**src/rtl/irq_sched.sv**
```systemverilog
// rtl/irq_sched.sv - interrupt entry sequencer: RES/NMI/BRK/IRQ arbitration, stack push and vector fetch steps
module irq_sched #(
  parameter logic [7:0] VEC_HI = 8'hFF
) (
  input  logic        CLK,
  input  logic        n_RES,
  input  logic        n_NMI,
  input  logic        n_IRQ,
  input  logic        I_FLAG,
  input  logic        BRK,
  input  logic        SYNC,
  input  logic        RDY,
  output logic        BUSY,
  output logic [2:0]  STEP,
  output logic        PUSH,
  output logic [1:0]  PUSH_SEL,
  output logic        B_OUT,
  output logic        SET_I,
  output logic        VEC_RD,
  output logic [15:0] VEC_ADDR,
  output logic        NMI_PEND,
  output logic        DONE
);

  // Step states are encoded so that their value equals the STEP output.
  typedef enum logic [2:0] {
    ST_S0   = 3'd0,
    ST_S1   = 3'd1,
    ST_S2   = 3'd2,
    ST_S3   = 3'd3,
    ST_S4   = 3'd4,
    ST_S5   = 3'd5,
    ST_S6   = 3'd6,
    ST_IDLE = 3'd7
  } state_e;

  typedef enum logic [1:0] {
    SRC_RES = 2'd0,
    SRC_NMI = 2'd1,
    SRC_BRK = 2'd2,
    SRC_IRQ = 2'd3
  } src_e;

  localparam logic [7:0] VEC_LO_NMI = 8'hFA;
  localparam logic [7:0] VEC_LO_RES = 8'hFC;
  localparam logic [7:0] VEC_LO_IRQ = 8'hFE;

  state_e     state_q, state_d;
  src_e       src_q, src_d;
  logic [7:0] vec_lo_q, vec_lo_d;
  logic       res_pend_q, res_pend_d;
  logic       nmi_pend_q, nmi_pend_d;
  logic       nmi_r_q;
  logic       nmi_arm_q;
  logic       done_q, done_d;

  logic       busy;
  logic       nmi_fall;
  logic       nmi_clr;
  logic [7:0] lock_vec;

  assign busy = (state_q != ST_IDLE);

  // The arm flag masks the first sample after reset, so a line held low
  // through reset is not mistaken for a falling edge.
  assign nmi_fall = nmi_arm_q & nmi_r_q & ~n_NMI;

  // Vector chosen when entering step 5; a pending NMI hijacks BRK/IRQ.
  always_comb begin
    lock_vec = VEC_LO_IRQ;
    case (src_q)
      SRC_RES: lock_vec = VEC_LO_RES;
      SRC_NMI: lock_vec = VEC_LO_NMI;
      default: lock_vec = nmi_pend_q ? VEC_LO_NMI : VEC_LO_IRQ;
    endcase
  end

  // NMI line sampler, runs every cycle independent of RDY.
  always_ff @(posedge CLK or negedge n_RES) begin
    if (!n_RES) begin
      nmi_r_q   <= 1'b1;
      nmi_arm_q <= 1'b0;
    end else begin
      nmi_r_q   <= n_NMI;
      nmi_arm_q <= 1'b1;
    end
  end

  // Sequencer state register.
  always_ff @(posedge CLK or negedge n_RES) begin
    if (!n_RES) begin
      state_q    <= ST_IDLE;
      src_q      <= SRC_RES;
      vec_lo_q   <= 8'h00;
      res_pend_q <= 1'b1;
      nmi_pend_q <= 1'b0;
      done_q     <= 1'b0;
    end else begin
      state_q    <= state_d;
      src_q      <= src_d;
      vec_lo_q   <= vec_lo_d;
      res_pend_q <= res_pend_d;
      nmi_pend_q <= nmi_pend_d;
      done_q     <= done_d;
    end
  end

  // Next-state: arbitration at the instruction boundary, then step walk.
  always_comb begin
    state_d    = state_q;
    src_d      = src_q;
    vec_lo_d   = vec_lo_q;
    res_pend_d = res_pend_q;
    done_d     = 1'b0;
    nmi_clr    = 1'b0;

    case (state_q)
      ST_IDLE: begin
        if (SYNC && RDY) begin
          if (res_pend_q) begin
            src_d   = SRC_RES;
            state_d = ST_S0;
          end else if (nmi_pend_q) begin
            src_d   = SRC_NMI;
            state_d = ST_S0;
          end else if (BRK) begin
            src_d   = SRC_BRK;
            state_d = ST_S0;
          end else if (!n_IRQ && !I_FLAG) begin
            src_d   = SRC_IRQ;
            state_d = ST_S0;
          end
        end
      end
      ST_S0: if (RDY) state_d = ST_S1;
      ST_S1: if (RDY) state_d = ST_S2;
      ST_S2: if (RDY) state_d = ST_S3;
      ST_S3: if (RDY) state_d = ST_S4;
      ST_S4: begin
        if (RDY) begin
          state_d  = ST_S5;
          vec_lo_d = lock_vec;
          nmi_clr  = (lock_vec == VEC_LO_NMI);
        end
      end
      ST_S5: if (RDY) state_d = ST_S6;
      ST_S6: begin
        if (RDY) begin
          state_d = ST_IDLE;
          done_d  = 1'b1;
          if (src_q == SRC_RES) res_pend_d = 1'b0;
        end
      end
      default: state_d = ST_IDLE;
    endcase

    // A new edge in the same cycle as the clear keeps the latch set.
    if (nmi_fall)     nmi_pend_d = 1'b1;
    else if (nmi_clr) nmi_pend_d = 1'b0;
    else              nmi_pend_d = nmi_pend_q;
  end

  // Outputs: strobes gated by RDY, everything quiet while idle.
  always_comb begin
    BUSY     = busy;
    STEP     = busy ? state_q : 3'd0;
    PUSH     = 1'b0;
    PUSH_SEL = 2'd0;
    B_OUT    = busy && (src_q == SRC_BRK);
    SET_I    = 1'b0;
    VEC_RD   = 1'b0;
    VEC_ADDR = 16'h0000;
    NMI_PEND = nmi_pend_q;
    DONE     = done_q;

    case (state_q)
      ST_S2: begin
        PUSH_SEL = 2'd0;
        PUSH     = RDY && (src_q != SRC_RES);
      end
      ST_S3: begin
        PUSH_SEL = 2'd1;
        PUSH     = RDY && (src_q != SRC_RES);
      end
      ST_S4: begin
        PUSH_SEL = 2'd2;
        PUSH     = RDY && (src_q != SRC_RES);
        SET_I    = RDY;
      end
      ST_S5: begin
        VEC_RD   = RDY;
        VEC_ADDR = {VEC_HI, vec_lo_q};
      end
      ST_S6: begin
        VEC_RD   = RDY;
        VEC_ADDR = {VEC_HI, vec_lo_q + 8'd1};
      end
      default: ;
    endcase
  end

endmodule

```
**config.mk**
```make
export PLATFORM = sky130hd
export DESIGN_NAME = irq_sched
export DESIGN_NICKNAME = d
export VERILOG_FILES = /design/src/rtl/irq_sched.sv
export SDC_FILE = /design/constraint.sdc
export NUM_CORES = 1
export LEC_CHECK = 0
export ABC_CLOCK_PERIOD_IN_PS = 5900
export BUFFER_PORTS_ARGS = -buffer_cell sky130_fd_sc_hd__buf_2
export CAP_MARGIN = 20
export CORE_MARGIN = 1.5
export CORE_UTILIZATION = 49
export DETAILED_ROUTE_END_ITERATION = 10
export MAX_ROUTING_LAYER = met4
export PLACE_DENSITY = 0.82
export SYNTH_ARGS = -nofsm -noshare
export SYNTH_HDL_FRONTEND = slang
export SYNTH_SLANG_ARGS = --single-unit
```
**constraint.sdc**
```tcl
create_clock -name CLK -period 5.9 [get_ports CLK]
set_input_delay 1.18 -clock CLK [delete_from_list [all_inputs] [get_ports CLK]]
set_output_delay 1.18 -clock CLK [all_outputs]
set_load 0.02 [all_outputs]
```
==> metrics <==
status=finished clean; Layout area overhead=15.6%; clock skew=just under 8 ps; Layout Cells excl Fill=approximately 130; Setup Buffers After CTS=0; PostCTS Resize Cnt=0; Seq/Total Area, Yosys=0.406; synth warn=0; Worst Path Max Fanout=12; CTS tree=done; pin count of the biggest net entering global routing=14; critical path's most frequent cell=nor2_1; Die ar.=just under 0.002 mm2; DR pass1 iterations=6; DR iter-0 viols=12; Main synth FF type=dfrtp_1; post-DR wirelength/cell=about 12 um; Final setup viols=0; Design Area, Final=roughly 940 um2; PwrDens=between 500 and 600 mW/mm2; Post-Route Setup TNS=0 ps; I/O Buffers=35; hpwl dp=between 1 and 1.5 mm; Remaining DRCs=0; syn nets=roughly 100; Crit Path Class=reg2out; CP delay by family, top=simple AND/OR/NAND/NOR gates; Slowest-stage cell, CP=dfstp_2; vias after detailed routing=approximately 700; RSZ-0062 raised after global routing=false; HP Class=reg2reg; Worst EP required=approximately 4700 ps; Syn Inst Count=90; Critical Path AT=between 1500 and 2000 ps; Final Wtd Congestion=0.833; Via density=around 5.3; Seq cells post-synth=13; Die Wd=approximately 44 um; number of synthesized flops with an enable pin=0; Pleak=approximately 0.00053 uW; Slew @ Worst Pin=527 ps; Max Cap Viol=0; total wire length=1.60 mm; Fin. Hold Viols=0; fin crit share=0.537; Overall Power=approximately 520 uW; ys async rst share=1.00; IO Pins=36; ANT cells=0; Die Span Y=~44 um; Critical Path, Cell by Cell=ha_1 -> nor2_1 -> nor2_1 -> and2_1 -> buf_2; Peak Freq=0.316 GHz; CP bufs+invs=1; Starting Density=0.530; minimum clock period after layout=3170 ps; max_slew headroom=0.648; initial antenna violation count=0; Worst-Skew Late Latency=280 ps; Cell Area, Synth=slightly above 800 um2; clock tree buffer depth=2; final design utilization=0.613; GR Overflow Total=0; vias in the first global route=roughly 630; Max VDD drop=roughly 280 uV; Max Slew Vio Count=0; Antenna Nets Post-Route=0; Max stage delay on crit path=roughly 560 ps; placed inst area=917 um2; FP Rows=14; root buf cell=clkbuf_4; clock slew at reported path FFs=about 80 ps; Post-CTS Hold Buffers=0; post-synth cell types=30; Final nets=~130; first-pass GRT wire length=roughly 2.7 mm; Sink Count=13; syn avg cell area=slightly above 9 um2; Post-Place Cells=~130; core area=roughly 0.0015 mm2; htree depth=1; total track usage=0.202; CP startpoint kind=flop; share of cells above drive strength 1=0.435; Worst setup EP type=output pin; Num CTS Buffers=3
==> synth_stat cells (2+ instances only) <==
master,instances,area (um2)
o21ai_0,5,25.0
buf_4,11,82.6
nor2_1,12,45.0
a21oi_1,4,20.0
mux2_2,2,22.5
inv_1,5,18.8
ha_1,4,50.1
and2_1,6,37.5
dfstp_2,5,131
clkbuf_1,2,7.51
nor2b_1,2,12.5
nor3_1,3,15.0
nand2_1,5,18.8
dfrtp_1,8,200
==> area by class of cell <==
class / count / area (um2)
Fill cell: 146 / 597
Multi-Input combinational cell: 58 / 372
Sequential cell: 13 / 332
Timing Repair Buffer: 35 / 175
Clock buffer: 3 / 22.5
Tap cell: 16 / 20.0
Inverter: 5 / 18.8
Clock inverter: 1 / 5.00
==> logic make-up after synthesis <==
| kind of cell | count (synthesis) | share of synthesized area |
|---|---|---|
| muxes | 3 | 0.0459 |
| AOI/OAI and AO/OA | 16 | 0.135 |
| buffers and inverters | 19 | 0.139 |
| DFF | 13 | 0.406 |
| adders and majority gates | 4 | 0.0613 |
| other | 1 | 0.00459 |
| and+or+nand+nor | 34 | 0.208 |
==> power by group <==
group | switching (uW) | internal [uW]
sequential | 32.6 | 128
clock | 29.5 | 25.1
combinational | 192 | 114
total | 254 | 267
==> registers in the layout, summed over array words and instances (netlist names) <==
| register | flops |
|---|---|
| vec_lo_q | 3 |
| nmi_r_q | 1 |
| DONE | 1 |
| state_q | 3 |
| res_pend_q | 1 |
| nmi_arm_q | 1 |
| src_q | 2 |
| NMI_PEND | 1 |
==> per-layer routing <==
metal / vias up / global-route usage / routed length, um
li1: 338 / - / -
met1: 326 / 0.224 / 674
met2: 33 / 0.347 / 784
met3: 2 / 0.0625 / 133
met4: 0 / 0.0545 / 11
met5: - / - / 0
==> cell usage in the layout, fill, tap and decap left out, types with 2 or more instances in the layout <==
cell type and n:
inv_1 5, nor3_1 3, dfstp_2 5, and2_1 6
a21oi_1 4, nor2_1 12, nand2_1 5, nor2b_1 2
dfrtp_1 8, o21ai_0 5, buf_2 35, ha_1 4
clkbuf_4 3, mux2_2 2
==> stage by stage <==
step	setup slack [ps]	hold WS (ps)
6_report	2730	472
3_3_place_gp	2920	452
4_1_cts	2680	477
2_1_floorplan	2740	425
5_1_grt	2500	497
3_5_place_dp	2900	456
==> worst paths after layout <==
| kind | slack, ps | endpoint | depth (start not counted) | from |
|---|---|---|---|---|
| worst max-delay path | 2730 | VEC_ADDR[3] | 5 | state_q[1]$_DFFE_PN1P_ |
| worst min-delay path | 470 | vec_lo_q[6]$_DFFE_PN0P_ | 1 | vec_lo_q[6]$_DFFE_PN0P_ |
| worst max register to register | 4020 | state_q[1]$_DFFE_PN1P_ | 6 | state_q[0]$_DFFE_PN1P_ |
| worst min register to register | 470 | vec_lo_q[6]$_DFFE_PN0P_ | 1 | vec_lo_q[6]$_DFFE_PN0P_ |
| max in group asynchronous | 4850 | state_q[1]$_DFFE_PN1P_ | 1 | n_RES |
| min in group asynchronous | 770 | vec_lo_q[2]$_DFFE_PN0P_ | 1 | n_RES |
(Power assumes the default switching activity.)
